===== src/rtl/mesh_term_sink_if.sv =====
// Router-output handshake between a mesh_gnrtr external port and its terminal sink.
// The router side drives the head packet; the sink answers with a one-cycle pop.
interface mesh_term_sink_if #(
  parameter int pckg_sz = 40
);
  logic               pndng;
  logic [pckg_sz-1:0] data_out;
  logic               pop;

  modport master (output pndng, output data_out, input  pop);
  modport slave  (input  pndng, input  data_out, output pop);
endinterface


===== src/rtl/mesh_term_sink.sv =====
// Terminal endpoint for one mesh_gnrtr port: pops router packets into a local
// first-word-fall-through FIFO, checks destination against its ID, keeps statistics.
module mesh_term_sink #(
  parameter int pckg_sz = 40,
  parameter int DEPTH   = 8,
  parameter int ID_ROW  = 0,
  parameter int ID_COL  = 0,
  parameter int CNT_W   = 16
) (
  input  logic                       clk,
  input  logic                       reset,
  mesh_term_sink_if.slave            rtr,
  input  logic                       rd_en,
  output logic [pckg_sz-1:0]         rd_data,
  output logic                       rx_empty,
  output logic [$clog2(DEPTH+1)-1:0] rx_count,
  output logic [CNT_W-1:0]           pkt_cnt,
  output logic [CNT_W-1:0]           misroute_cnt,
  output logic [CNT_W-1:0]           stall_cnt,
  output logic                       misroute
);

  localparam int AW = $clog2(DEPTH);
  localparam int CW = $clog2(DEPTH+1);
  localparam logic [3:0] ROW = ID_ROW[3:0];
  localparam logic [3:0] COL = ID_COL[3:0];

  typedef enum logic [1:0] {IDLE, POP, WAIT} state_t;

  state_t             state, state_nxt;
  logic               accept, stall, do_rd, full, dest_ok, pop_q;
  logic [AW-1:0]      wr_ptr, rd_ptr;
  logic [CW-1:0]      count;
  logic [pckg_sz-1:0] mem [DEPTH];

  function automatic logic [CNT_W-1:0] sat_inc(input logic [CNT_W-1:0] v);
    return (&v) ? v : v + CNT_W'(1);
  endfunction

  assign full     = (count == CW'(DEPTH));
  assign rx_empty = (count == '0);
  assign rx_count = count;
  assign rd_data  = mem[rd_ptr];
  assign do_rd    = rd_en && !rx_empty;
  assign rtr.pop  = pop_q;
  assign dest_ok  = (rtr.data_out[pckg_sz-9  -: 4] == ROW) &&
                    (rtr.data_out[pckg_sz-13 -: 4] == COL);

  // NOTE: every output of this block gets a default before the case, so no path leaves one unassigned and no latch is inferred.
  always_comb begin
    state_nxt = state;
    accept    = 1'b0;
    stall     = 1'b0;
    case (state)
      IDLE: begin
        if (rtr.pndng) begin
          if (!full) begin
            accept    = 1'b1;
            state_nxt = POP;
          end else begin
            stall = 1'b1;
          end
        end
      end
      POP:     state_nxt = WAIT;
      WAIT:    state_nxt = IDLE;
      default: state_nxt = IDLE;
    endcase
  end

  // NOTE: sequential state uses non-blocking assignments so every register samples pre-edge values regardless of statement order.
  always_ff @(posedge clk) begin
    if (reset) begin
      state <= IDLE;
      pop_q <= 1'b0;
    end else begin
      state <= state_nxt;
      pop_q <= accept;
    end
  end

  // Pointers wrap naturally because DEPTH is a power of two.
  always_ff @(posedge clk) begin
    if (reset) begin
      wr_ptr <= '0;
      rd_ptr <= '0;
      count  <= '0;
    end else begin
      if (accept) wr_ptr <= wr_ptr + AW'(1);
      if (do_rd)  rd_ptr <= rd_ptr + AW'(1);
      case ({accept, do_rd})
        2'b10:   count <= count + CW'(1);
        2'b01:   count <= count - CW'(1);
        default: count <= count;
      endcase
    end
  end

  // NOTE: the storage array is deliberately not reset; the cleared pointers make stale contents unreachable.
  always_ff @(posedge clk) begin
    if (accept && !reset) mem[wr_ptr] <= rtr.data_out;
  end

  always_ff @(posedge clk) begin
    if (reset) begin
      pkt_cnt      <= '0;
      misroute_cnt <= '0;
      stall_cnt    <= '0;
      misroute     <= 1'b0;
    end else begin
      if (accept) pkt_cnt <= sat_inc(pkt_cnt);
      if (accept && !dest_ok) begin
        misroute_cnt <= sat_inc(misroute_cnt);
        misroute     <= 1'b1;
      end
      if (stall) stall_cnt <= sat_inc(stall_cnt);
    end
  end

endmodule


===== src/flat_wrapper.sv =====
// flat-port wrapper written by rule: the top's interface ports become plain ports
module mesh_term_sink_flat 
#(
  parameter int pckg_sz = 40,
  parameter int DEPTH   = 8,
  parameter int ID_ROW  = 0,
  parameter int ID_COL  = 0,
  parameter int CNT_W   = 16
)
  (clk, reset, rd_en, rd_data, rx_empty, rx_count, pkt_cnt, misroute_cnt, stall_cnt, misroute, rtr_pndng, rtr_data_out, rtr_pop);
  mesh_term_sink_if #(.pckg_sz(pckg_sz)) rtr_i ();
  input  logic clk;
  input  logic reset;
  input  logic rd_en;
  output logic [pckg_sz-1:0] rd_data;
  output logic rx_empty;
  output logic [$clog2(DEPTH+1)-1:0] rx_count;
  output logic [CNT_W-1:0] pkt_cnt;
  output logic [CNT_W-1:0] misroute_cnt;
  output logic [CNT_W-1:0] stall_cnt;
  output logic misroute;
  input wire logic [$bits(rtr_i.pndng)-1:0] rtr_pndng;
  input wire logic [$bits(rtr_i.data_out)-1:0] rtr_data_out;
  output wire logic [$bits(rtr_i.pop)-1:0] rtr_pop;
  assign rtr_i.pndng = rtr_pndng;
  assign rtr_i.data_out = rtr_data_out;
  assign rtr_pop = rtr_i.pop;
  mesh_term_sink #(.pckg_sz(pckg_sz), .DEPTH(DEPTH), .ID_ROW(ID_ROW), .ID_COL(ID_COL), .CNT_W(CNT_W)) u_core (.clk(clk), .reset(reset), .rtr(rtr_i), .rd_en(rd_en), .rd_data(rd_data), .rx_empty(rx_empty), .rx_count(rx_count), .pkt_cnt(pkt_cnt), .misroute_cnt(misroute_cnt), .stall_cnt(stall_cnt), .misroute(misroute));
endmodule

===== config.mk =====
export PLATFORM = sky130hd
export DESIGN_NAME = mesh_term_sink_flat
export DESIGN_NICKNAME = d
export VERILOG_FILES = /design/src/rtl/mesh_term_sink_if.sv /design/src/rtl/mesh_term_sink.sv /design/src/flat_wrapper.sv
export SDC_FILE = /design/constraint.sdc
export NUM_CORES = 1
export LEC_CHECK = 0
export CAP_MARGIN = 20
export CORE_AREA = 2 2 197 199
export CTS_CLUSTER_SIZE = 12
export DETAILED_ROUTE_END_ITERATION = 8
export DIE_AREA = 0 0 199 201
export HOLD_SLACK_MARGIN = 0.06
export PLACE_DENSITY = 0.67
export SYNTH_ARGS = -nofsm -noshare
export SYNTH_HDL_FRONTEND = slang
export SYNTH_SLANG_ARGS = --single-unit

===== constraint.sdc =====
create_clock -name clk -period 8 [get_ports clk]
set_clock_uncertainty 0.1 [all_clocks]
set_input_delay 2.4 -clock clk [delete_from_list [all_inputs] [get_ports clk]]
set_output_delay 2.4 -clock clk [all_outputs]
set_load 0.02 [all_outputs]

# Word level (Yosys, flattened, before mapping)
# Memory sizes are Yosys's and may differ from the RTL's. A register that Yosys moved wholly into a read port is not among the register bits.
# Cells that the tools add are included.
# classes
add_sub_neg,7
bitwise_logic,3
n_mux,14
n_reduce_logical,19
n_eq_ne,6
# op_table
cell,count
$add A16 B1 Y16 const B,3
$reduce_and A16 Y1,3
$logic_not A4 Y1,3
$mux W1,8
$pmux W4 S2,1
$reduce_and A2 Y1,4
$add A3 B1 Y3 const B,2
$mux W3,2
$add A4 B1 Y4 const B,1
$eq A2 B1 Y1 const B,2
$eq A4 B4 Y1 const B,1
$logic_and A1 B1 Y1,4
$mux W2,2
$ne A2 B2 Y1 const B,2
$pmux W2 S2,1
$sub A4 B1 Y4 const B,1
$logic_not A1 Y1,3
$not A1 Y1,3
$eq A2 B2 Y1 const B,1
$logic_not A2 Y1,1
$reduce_bool A2 Y1,1
# totals
mem_bits_rw,320
out_inout_bits,95
memories,1
word_cells,59
regBits,62
inputBits,44
# mem_list
name,words,width,read_ports,rd_clocked_by_memory_dff,wr,line_no,text
u_core.mem,8,40,1,1,1,mesh_term_sink.sv:34,logic [pckg_sz-1:0] mem [DEPTH];

# Logic depth before layout (Yosys ltp)
# Gate-level depths: netlist (run 1).
# logic_depth
depth_word,7
ltp_mapped,11
ltp_nobuf,10

# Worst setup path before layout (run 1)
# No wires, ideal clock.
# synth_timing
path_kind,input to register
from,input rtr_pndng
to,memory u_core.mem[0][0] (enable)
slack_ps,1294
t_required_ps,7413
cell_stages,4
setup_ps,487
arrival_ps,6119
path_buffers,0
path_cell_list,nor3b_2 -> nand2_1 -> or3_1 -> nor3_1
# synth_between
elab_chain_cells,5
# synth_rtl
item,line_no,text
"start, declared",flat_wrapper.sv:22,input wire logic [$bits(rtr_i.pndng)-1:0] rtr_pndng;
$mux W1,mesh_term_sink.sv:56,if (rtr.pndng) begin
$mux W1,mesh_term_sink.sv:54,case (state)
$logic_and A1 B1 Y1,mesh_term_sink.sv:101,if (accept && !reset) mem[wr_ptr] <= rtr.data_out;
$mux W1,mesh_term_sink.sv:101,
$mux W1 (not written as such),mesh_term_sink.sv:101,
"end, declared",mesh_term_sink.sv:34,
# Every way passes these cells.

==> results of run 1 <==
==> cells by family (layout without fill, tap and decap cells) <==
logic type,count (synthesis),after routing,share of synthesized area (%)
other cells,0,1,0
compound gates,22,22,0.739
buf+inv,36,222,0.974
xor+xnor,45,45,2.64
simple gates,185,185,6.40
fa+ha+maj,8,8,0.672
flops,385,385,73.2
mux,124,124,15.4
==> synth_stat cells <==
cell / n
edfxtp_1: 320
mux4_2: 80
nor2_1: 70
dfxtp_1: 65
mux2_2: 40
xor2_1: 33
nand3_1: 23
nand2_1: 21
clkbuf_1: 20
nand4_1: 17
a21oi_1: 13
xnor2_1: 12
and3_1: 9
buf_1: 9
o21ai_0: 9
ha_1: 8
nor3_1: 7
or3_1: 7
and2_1: 6
inv_1: 4
mux2i_1: 4
nor4_1: 4
and4_1: 3
nand2b_1: 3
nor4bb_1: 3
buf_2: 2
buf_6: 1
nand2b_4: 1
nor2_2: 1
nor2b_1: 1
nor3b_1: 1
nor3b_2: 1
nor4_2: 1
nor4b_1: 1
or2_2: 1
or3_4: 1
or3b_4: 1
or4_1: 1
or4b_4: 1
==> report_power, final <==
part           total [W]  internal, W  switching (W)
Clock            0.00171     0.000981       0.000726
Sequential       0.00235      0.00224       0.000113
Combinational    0.00102     0.000567       0.000457
==> metrics by stage <==
| stage | hold WS (ns) | power, W | util (%) | worst slack, ns |
|---|---|---|---|---|
| 6_report | 0.343 | 0.00508 | 47.8 | 2.09 |
| 5_1_grt | 0.381 | 0.00530 | 47.8 | 1.80 |
| 4_1_cts | 0.347 | 0.00515 | 47.7 | 1.96 |
| 3_5_place_dp | 0.338 | 0.00344 | 44.5 | 2.20 |
| 3_3_place_gp | 0.337 | 0.00343 | 44.5 | 2.30 |
| 2_1_floorplan | 0.319 | 0.00305 | - | 1.29 |
==> metal layers <==
layer,up-vias,share of wire [%],track usage (%)
met5,-,0.085,0
met2,227,48,24.9
met4,4,1.8,3.84
met1,3941,44,21.4
li1,3496,-,-
met3,53,6.5,3.66
==> worst paths after layout <==
kind         cells past startpoint           endpoint
max                              4        rd_data[25]
min                              1    u_core.state[1]
max reg2reg                      5  u_core.mem[2][36]
min reg2reg                      1    u_core.state[1]
==> registers in the layout, indices dropped and copies added, names as in the netlist, named ones only <==
name                 flops
u_core.mem             320
u_core.misroute_cnt     16
u_core.pkt_cnt          16
u_core.stall_cnt        16
u_core.rx_count          4
u_core.rd_ptr            3
u_core.wr_ptr            3
u_core.state             2
u_core.misroute          1
u_core.rtr.pop           1
==> cell type report <==
class                           count  area [µm²]
Multi-Input combinational cell    384        3910
Antenna cell                        1        2.50
Inverter                            4        15.0
Tap cell                          518         648
Sequential cell                   385       10900
Fill cell                        3188       19900
Clock buffer                       54        1080
Clock inverter                      9         106
Timing Repair Buffer              155        1530
==> worst max-delay path, cell delays in order, from the launching register on <==
cell and delay [ns]:
dfxtp_4 0.91, buf_4 0.52, mux4_2 0.57, mux2_2 0.30, clkdlybuf4s50_1 0.55
==> reports/qor.yml, run 1 <==
run_status:
  status: "complete, no violations"
yosys:
  synthTopCellsByArea: "edfxtp_1 (64%), mux4_2 (12%), dfxtp_1 (8.7%), mux2_2 (3.0%), xor2_1 (1.9%)"
  synth_top_area_share_pct: 64.5
  ys_ff_latch: 385
  synthesis.area_mm2: 0.0149
  ys_warn_count: 0
  seq_area_frac_synth_pct: 73.2
  synthesis.nets: 857
  ys_types: 39
  synthCells: 805
  yosysTopAreaCell: "edfxtp_1"
  syn_area_per_cell_um2: 18.5
flow_run:
  max_cap_violations: 0
detailed_routing:
  wirelength_um: 30700
  drt_iter0_drc: 512
  dr.pass1.iters: 5
  drc: 0
  antenna_left: 0
  drt-wirelength-per-cell_um: 20.3
  viasPerCell: 5.11
  vias: 7721
placed_design:
  globalplace.congestion: 0.750
  port_buffers: 138
  dpl.cell_count: 1444
  dpl_cell_area_mm2: 0.0170
  dp_hpwl_um: 18000
floorplan:
  dieArea_mm2: 0.0400
  io_pins: 139
  rows: 72
  core_mm2: 0.0381
  die_h_um: 201
  die_w_um: 199
  floorplan.initialDensity_pct: 39.1
clocking:
  clk_pin_slew_ns: 0.06
  post_cts_buffers: 0
  clk_latency_ns: 0.53
  cts_resized: 0
  cts_root_buf: "clkbuf_16"
  cts_buffers: 40
  cts_sinks: 385
  cts_tree: "yes"
  clockBufferDepth: 3
  h-tree-depth: 2
  holdBufCountCts: 0
worst_setup_path:
  crit_type: "flip-flop to output port"
  rrSetupSlack_ns: 4.82
  path_max_fanout: 42
  crit_arrival_ns: 3.41
  startpoint_type: "flip-flop"
  regToRegStartpoint: "u_core.state[1]"
  endpoint_kind: "output port"
  critPathRequiredTime_ns: 5.50
timing:
  drv_slew: 0
  finalCritPeriodShare_pct: 73.9
  min_period_ns: 5.91
  setup_viol: 0
  worst_slew_pin_slew_ns: 1.02
  tns_ns: 0
  max_freq_ghz: 0.169
  finalHoldViolCount: 0
  rsz0062_at_grt: "false"
  slew_headroom_pct: 32.0
global_routing:
  gr-total-overflow: 0
  grt_pass1_vias: 7962
  grt_util_all_layers_pct: 15.5
  antenna_found_initial: 3
  grt_max_degree: 64
  grt_pass1_wl_um: 47300
final_layout:
  finalNonFillerCells: 1510
  final_common_cell: "edfxtp_1"
  layout.nets: 1022
  final_area_mm2: 0.0182
  synthToLayoutAreaGrowth_pct: 22.2
  drive_above_1_share_pct: 20.7
  final_cell_mix: "edfxtp_1 (320), clkdlybuf4s50_1 (137), mux4_2 (80)"
worst_hold_path:
  hp-class: "flip-flop to flip-flop"
  min_from: "u_core.state[1]"
power:
  ir_worst_vdd_uv: 134
  p_per_area_mw_per_mm2: 279
  p_leak_nw: 5.71
No activity file was read; power rests on OpenSTA's default activity.
==> inputs of run 2 (changes only) <==
Settings changed: PLACE_DENSITY 0.67 to 0.7.
Clock period 8 ns to 5.4 ns, I/O delays scaled along.
==> run 2 against run 1 <==
- final cell count rose by 0.46%
- cell area grew 1.0%
- wire length is 3.6% lower
- hold slack better by 0.0067 ns
- sequential share of layout area decreased by 0.62 points
- flip-flop and latch count stayed put
- count of clock-buffer cells in the layout fell by 3
- critical path depth is the same
- sequential power grew 46%
- utilization grew 0.50 points
- combinational power rose by 54%
- largest cell class unchanged
==> reports/qor.yml, run 2 (same netlist as run 1, synthesis figures left out) <==
clocking:
  h-tree-depth: 2  # unchanged
  cts_buffers: 41  # was 40
  cts_sinks: 385  # unchanged
  post_cts_buffers: 0  # unchanged
  cts_resized: 0  # unchanged
  clk_latency_ns: 0.55  # was 0.53 ns
  holdBufCountCts: 0  # unchanged
  cts_tree: "yes"  # unchanged
  clockBufferDepth: 3  # unchanged
  cts_root_buf: "clkbuf_16"  # unchanged
  clk_pin_slew_ns: 0.06  # about the same
global_routing:
  antenna_found_initial: 4  # was 3
  grt_max_degree: 65  # was 64
  grt_util_all_layers_pct: 15.1  # was 15.5%
  grt_pass1_wl_um: 46000  # was 47300 µm
  grt_pass1_vias: 8030  # was 7962
  gr-total-overflow: 0  # unchanged
worst_hold_path:
  min_to: "u_core.state[1]"  # unchanged
  min_from: "u_core.state[1]"  # unchanged
  whs_path_depth: 1  # unchanged
  hp-class: "flip-flop to flip-flop"  # unchanged
worst_setup_path:
  crit_arrival_ns: 3.04  # was 3.41 ns
  startpoint_type: "flip-flop"  # unchanged
  critPathRequiredTime_ns: 3.68  # was 5.50 ns
  critical_path.reg2reg.endpoint: "u_core.mem[0][0]"  # was u_core.mem[2][36]
  crit_type: "flip-flop to output port"  # unchanged
  endpoint_kind: "output port"  # unchanged
  rrSetupSlack_ns: 2.71  # was 4.82 ns
  r2r_cells: 6  # was 5
  path_max_fanout: 24  # was 42
  regToRegStartpoint: "u_core.rx_count[1]"  # was u_core.state[1]
final_layout:
  multi_input_area_mm2: 0.00392  # was 0.00391 mm²
  ff_latch_area_mm2: 0.0109  # unchanged
  synthToLayoutAreaGrowth_pct: 23.4  # was 22.2%
  final_cell_mix: "edfxtp_1 (320), clkdlybuf4s50_1 (137), mux4_2 (80)"  # unchanged
  top_register: "u_core.mem"  # unchanged
  largest_reg_flops: 320  # unchanged
  final_area_mm2: 0.0184  # was 0.0182 mm²
  drive_above_1_share_pct: 21.2  # was 20.7%
  n_fill_cell: 3174  # was 3188
  layout.nets: 1026  # was 1022
  final_common_cell: "edfxtp_1"  # unchanged
flow_run:
  max_cap_violations: 0  # unchanged
timing:
  slew_headroom_pct: 41.0  # was 32.0%
  finalCritPeriodShare_pct: 88.2
  worst_slew_pin_slew_ns: 0.872  # was 1.02 ns
  rsz0062_at_grt: "false"  # unchanged
  max_freq_ghz: 0.210
  min_period_ns: 4.76
  finalHoldViolCount: 0  # unchanged
  drv_slew: 0  # unchanged
  setup_viol: 0  # unchanged
  tns_ns: 0  # unchanged
detailed_routing:
  drt_iter0_drc: 380  # was 512
  drc: 0  # unchanged
  dr.pass1.iters: 5  # unchanged
  vias: 7735  # was 7721
  viasPerCell: 5.10  # was 5.11
  drt-wirelength-per-cell_um: 19.5  # was 20.3 µm
  antenna_left: 0  # unchanged
  wirelength_um: 29600  # was 30700 µm
power:
  clkPwrFrac_pct: 35.5  # was 33.6%
  p_comb_share_pct: 20.2  # was 20.1%
  ir_worst_vdd_uv: 248  # was 134 µV
  p_sw_share_pct: 25.1  # was 25.5%
  cellInternalPower_w: 0.00583  # was 0.00379 W
  seqPwrFrac_pct: 44.3  # was 46.3%
  p_per_area_mw_per_mm2: 423  # was 279 mW/mm²
  p_leak_nw: 5.78  # was 5.71 nW
  power_switching_w: 0.00195  # was 0.00130 W
floorplan:
  die_w_um: 199  # unchanged
  floorplan.initialDensity_pct: 39.1  # unchanged
  rows: 72  # unchanged
  core_mm2: 0.0381  # unchanged
  dieArea_mm2: 0.0400  # unchanged
  io_pins: 139  # unchanged
  die_h_um: 201  # unchanged
run_status:
  status: "complete, no violations"  # unchanged
placed_design:
  dp_hpwl_um: 17700  # was 18000 µm
  globalplace.congestion: 0.758  # was 0.750
  port_buffers: 138  # unchanged
  dpl_cell_area_mm2: 0.0171  # was 0.0170 mm²
run 2: cell count changes in the layout (fill, tap and decap cells not counted), moves of 2 or more:
cell,delta
buf_12,+2
nor3_4,+2
nor3_2,-2
clkinv_1,+3
clkbuf_1,-3
bufinv_16,+4
clkinv_2,-2
run 2: metrics by stage:
step	setup slack, ns	util (%)	total power [W]	cells	hold WS (ns)
detailed placement	0.950	44.8	0.00512	1449	0.332
finish	0.640	48.3	0.00778	1517	0.350
global placement	1.00	44.8	0.00510	1449	0.344
CTS	0.531	48.3	0.00789	1515	0.350
global route	0.455	48.3	0.00810	1516	0.391
floorplan	0.546	-	0.00451	805	0.319
run 2: layer usage:
metal | global-route usage [%] | vias up | wire length (µm)
li1 | - | 3529 | -
met1 | 20.5 | 3949 | 13100
met2 | 24.4 | 204 | 14300
met3 | 3.39 | 49 | 1600
met4 | 4.18 | 4 | 563
met5 | 0 | - | 23
run 2: how the worst max path moves through the flow:
stage	end	slack, ns
after floorplan	u_core.mem[1][0]	0.55
after global placement	u_core.mem[0][16]	1.00
after detailed placement	u_core.mem[0][16]	0.95
after CTS	rd_data[18]	0.53
after global routing	rd_data[24]	0.45
final	rd_data[18]	0.64
run 2: cell type report:
type	count	share of cell area [%]
well taps	518	3.52
repair buffers	158	8.57
clock buffers	51	5.83
flip-flops and latches	385	59.3
diodes	2	0.0272
clock inverters	15	1.33
multi-input cells	384	21.3
inverters	4	0.0816
run 2: power by group through the flow:
stage                     registers, W  clock network (W)  logic, W
final                          0.00344            0.00276   0.00157
after global routing           0.00347            0.00294   0.00169
after CTS                      0.00345            0.00283   0.00161
after detailed placement       0.00351                  0   0.00161
after global placement         0.00351                  0   0.00159
after floorplan                0.00344                  0   0.00108
run 2: worst max-delay path, cell delays in order (launching register included):
cell and delay (ns):
dfxtp_4 0.67, buf_4 0.40, mux4_2 0.55, mux2_2 0.28, clkdlybuf4s50_1 0.57
==> inputs of run 3 (changes only) <==
Settings changed: SLEW_MARGIN from default to 0, TNS_END_PERCENT from default to 5.
==> run 3 against run 2 <==
- clock power is 7.6% lower
- utilization is 0.35 points lower
- global-route usage is 0.056 points higher
- critical endpoint is now rd_data[29]
- register-to-register slack worse by 0.19 ns
- die area stayed put
- hold slack worse by 0.012 ns
- sequential power is 1% lower
- largest power group unchanged
- flip-flop and latch count stayed put
- sequential share of layout area is 0.44 points higher
- setup slack better by 0.14 ns
- non-clock buffer count is 5 lower
- combinational power is 3% higher
==> reports/qor.yml, run 3 (same netlist as run 1, synthesis figures left out) <==
run_status:
  status: "complete, no violations"  # unchanged
clocking:
  cts_tree: "yes"  # unchanged
  clk_pin_slew_ns: 0.06  # about the same
  post_cts_buffers: 0  # unchanged
  cts_root_buf: "clkbuf_16"  # unchanged
  cts_buffers: 41  # unchanged
  holdBufCountCts: 0  # unchanged
  cts_resized: 0  # unchanged
  clockBufferDepth: 3  # unchanged
  cts_sinks: 385  # unchanged
  h-tree-depth: 2  # unchanged
  clk_latency_ns: 0.53  # was 0.55 ns
floorplan:
  core_mm2: 0.0381  # unchanged
  io_pins: 139  # unchanged
  die_h_um: 201  # unchanged
  floorplan.initialDensity_pct: 39.1  # unchanged
  rows: 72  # unchanged
  die_w_um: 199  # unchanged
  dieArea_mm2: 0.0400  # unchanged
worst_setup_path:
  crit_type: "flip-flop to output port"  # unchanged
  regToRegStartpoint: "u_core.rx_count[1]"  # unchanged
  critPathRequiredTime_ns: 3.68  # about the same
  path_max_fanout: 80  # was 24
  startpoint_type: "flip-flop"  # unchanged
  r2r_cells: 9  # was 6
  rrSetupSlack_ns: 2.52  # was 2.71 ns
  critical_path.reg2reg.endpoint: "u_core.rx_count[2]"  # was u_core.mem[0][0]
  crit_arrival_ns: 2.90  # was 3.04 ns
  endpoint_kind: "output port"  # unchanged
detailed_routing:
  antenna_left: 0  # unchanged
  vias: 7653  # was 7735
  dr.pass1.iters: 4  # was 5
  drc: 0  # unchanged
  wirelength_um: 29700  # was 29600 µm
  viasPerCell: 5.07  # was 5.10
  drt_iter0_drc: 414  # was 380
  drt-wirelength-per-cell_um: 19.7  # was 19.5 µm
placed_design:
  dpl_cell_area_mm2: 0.0171  # about the same
  globalplace.congestion: 0.781  # was 0.758
  dp_hpwl_um: 17600  # was 17700 µm
  port_buffers: 138  # unchanged
  place_worst_setup_slack_ns: 0.821  # was 0.950 ns
timing:
  fin_ws_ns: 0.779  # was 0.640 ns
  finalHoldViolCount: 0  # unchanged
  drv_slew: 0  # unchanged
  setup_viol: 0  # unchanged
  max_freq_ghz: 0.216  # was 0.210 GHz
  min_period_ns: 4.62  # was 4.76 ns
  hold_slack_ns: 0.338  # was 0.350 ns
  slew_headroom_pct: 35.9  # was 41.0%
  finalCritPeriodShare_pct: 85.6  # was 88.2%
  worst_slew_pin_slew_ns: 0.949  # was 0.872 ns
  rsz0062_at_grt: "false"  # unchanged
final_layout:
  final_common_cell: "edfxtp_1"  # unchanged
  n_fill_cell: 3160  # was 3174
  top_register: "u_core.mem"  # unchanged
  ff_latch_area_mm2: 0.0109  # unchanged
  layout.nets: 1021  # was 1026
  fin_util_pct: 47.9  # was 48.3%
  drive_above_1_share_pct: 20.6  # was 21.2%
  final_area_mm2: 0.0183  # was 0.0184 mm²
  multi_input_area_mm2: 0.00391  # was 0.00392 mm²
  final_cell_mix: "edfxtp_1 (320), clkdlybuf4s50_1 (137), mux4_2 (80)"  # unchanged
  synthToLayoutAreaGrowth_pct: 22.5  # was 23.4%
  largest_reg_flops: 320  # unchanged
power:
  power_switching_w: 0.00194  # was 0.00195 W
  p_leak_nw: 5.72  # was 5.78 nW
  seqPwrFrac_pct: 44.9  # was 44.3%
  clkPwrFrac_pct: 33.7  # was 35.5%
  p_per_area_mw_per_mm2: 414  # was 423 mW/mm²
  ir_worst_vdd_uv: 261  # was 248 µV
  p_sw_share_pct: 25.6  # was 25.1%
  total_power_w: 0.00757  # was 0.00778 W
  cellInternalPower_w: 0.00563  # was 0.00583 W
  p_comb_share_pct: 21.3  # was 20.2%
global_routing:
  grt_util_all_layers_pct: 15.1  # about the same
  grt_pass1_vias: 8019  # was 8030
  grt_max_degree: 81  # was 65
  grt_pass1_wl_um: 46300  # was 46000 µm
  gr-total-overflow: 0  # unchanged
  antenna_found_initial: 3  # was 4
worst_hold_path:
  min_from: "u_core.state[1]"  # unchanged
  hp-class: "flip-flop to flip-flop"  # unchanged
  min_to: "u_core.state[1]"  # unchanged
  whs_path_depth: 1  # unchanged
flow_run:
  max_cap_violations: 0  # unchanged
## run 3: worst max-delay path, stage by stage (launching register included)
cell and delay (ns):
dfxtp_4 0.35, buf_12 0.49, mux4_2 0.62, mux2_2 0.33, clkdlybuf4s50_1 0.55
## run 3: worst max-delay path by stage
| stage | start | end | slack, ns |
|---|---|---|---|
| after floorplan | rtr_pndng | u_core.mem[4][0] | -0.37 |
| after global placement | rtr_pndng | u_core.mem[2][11] | 0.89 |
| after detailed placement | rtr_pndng | u_core.mem[2][17] | 0.82 |
| after CTS | flip-flop | rd_data[29] | 0.69 |
| after global routing | flip-flop | rd_data[29] | 0.63 |
| final | flip-flop | rd_data[29] | 0.78 |
## run 3: cell type report
class / count / share of cell area, %
sequential: 385 / 59.8
multi-input combinational: 384 / 21.4
timing repair buffer: 153 / 8.56
clock buffer: 50 / 5.92
tap: 518 / 3.55
clock inverter: 15 / 0.678
inverter: 4 / 0.0822
antenna: 1 / 0.0137
## run 3: stage by stage
step,setup TNS [ns],instances
5_1_grt,0,1509
3_3_place_gp,0,1444
6_report,0,1510
4_1_cts,0,1509
2_1_floorplan,-14.86,805
3_5_place_dp,0,1444
## run 3: power groups by stage
stage / Sequential (W) / Combinational [W] / Clock (W)
global route: 0.00341 / 0.00175 / 0.00273
finish: 0.00340 / 0.00161 / 0.00255
CTS: 0.00340 / 0.00165 / 0.00261
global placement: 0.00346 / 0.00164 / 0
floorplan: 0.00344 / 0.00108 / 0
detailed placement: 0.00346 / 0.00164 / 0
## run 3: routing by layer
layer  global-route usage [%]  wire (µm)  vias up
met4                     3.68        546        4
met1                     20.9      13300     3909
met3                     3.73       1710       46
li1                         -          -     3500
met5                        0         30        -
met2                     24.2      14100      194
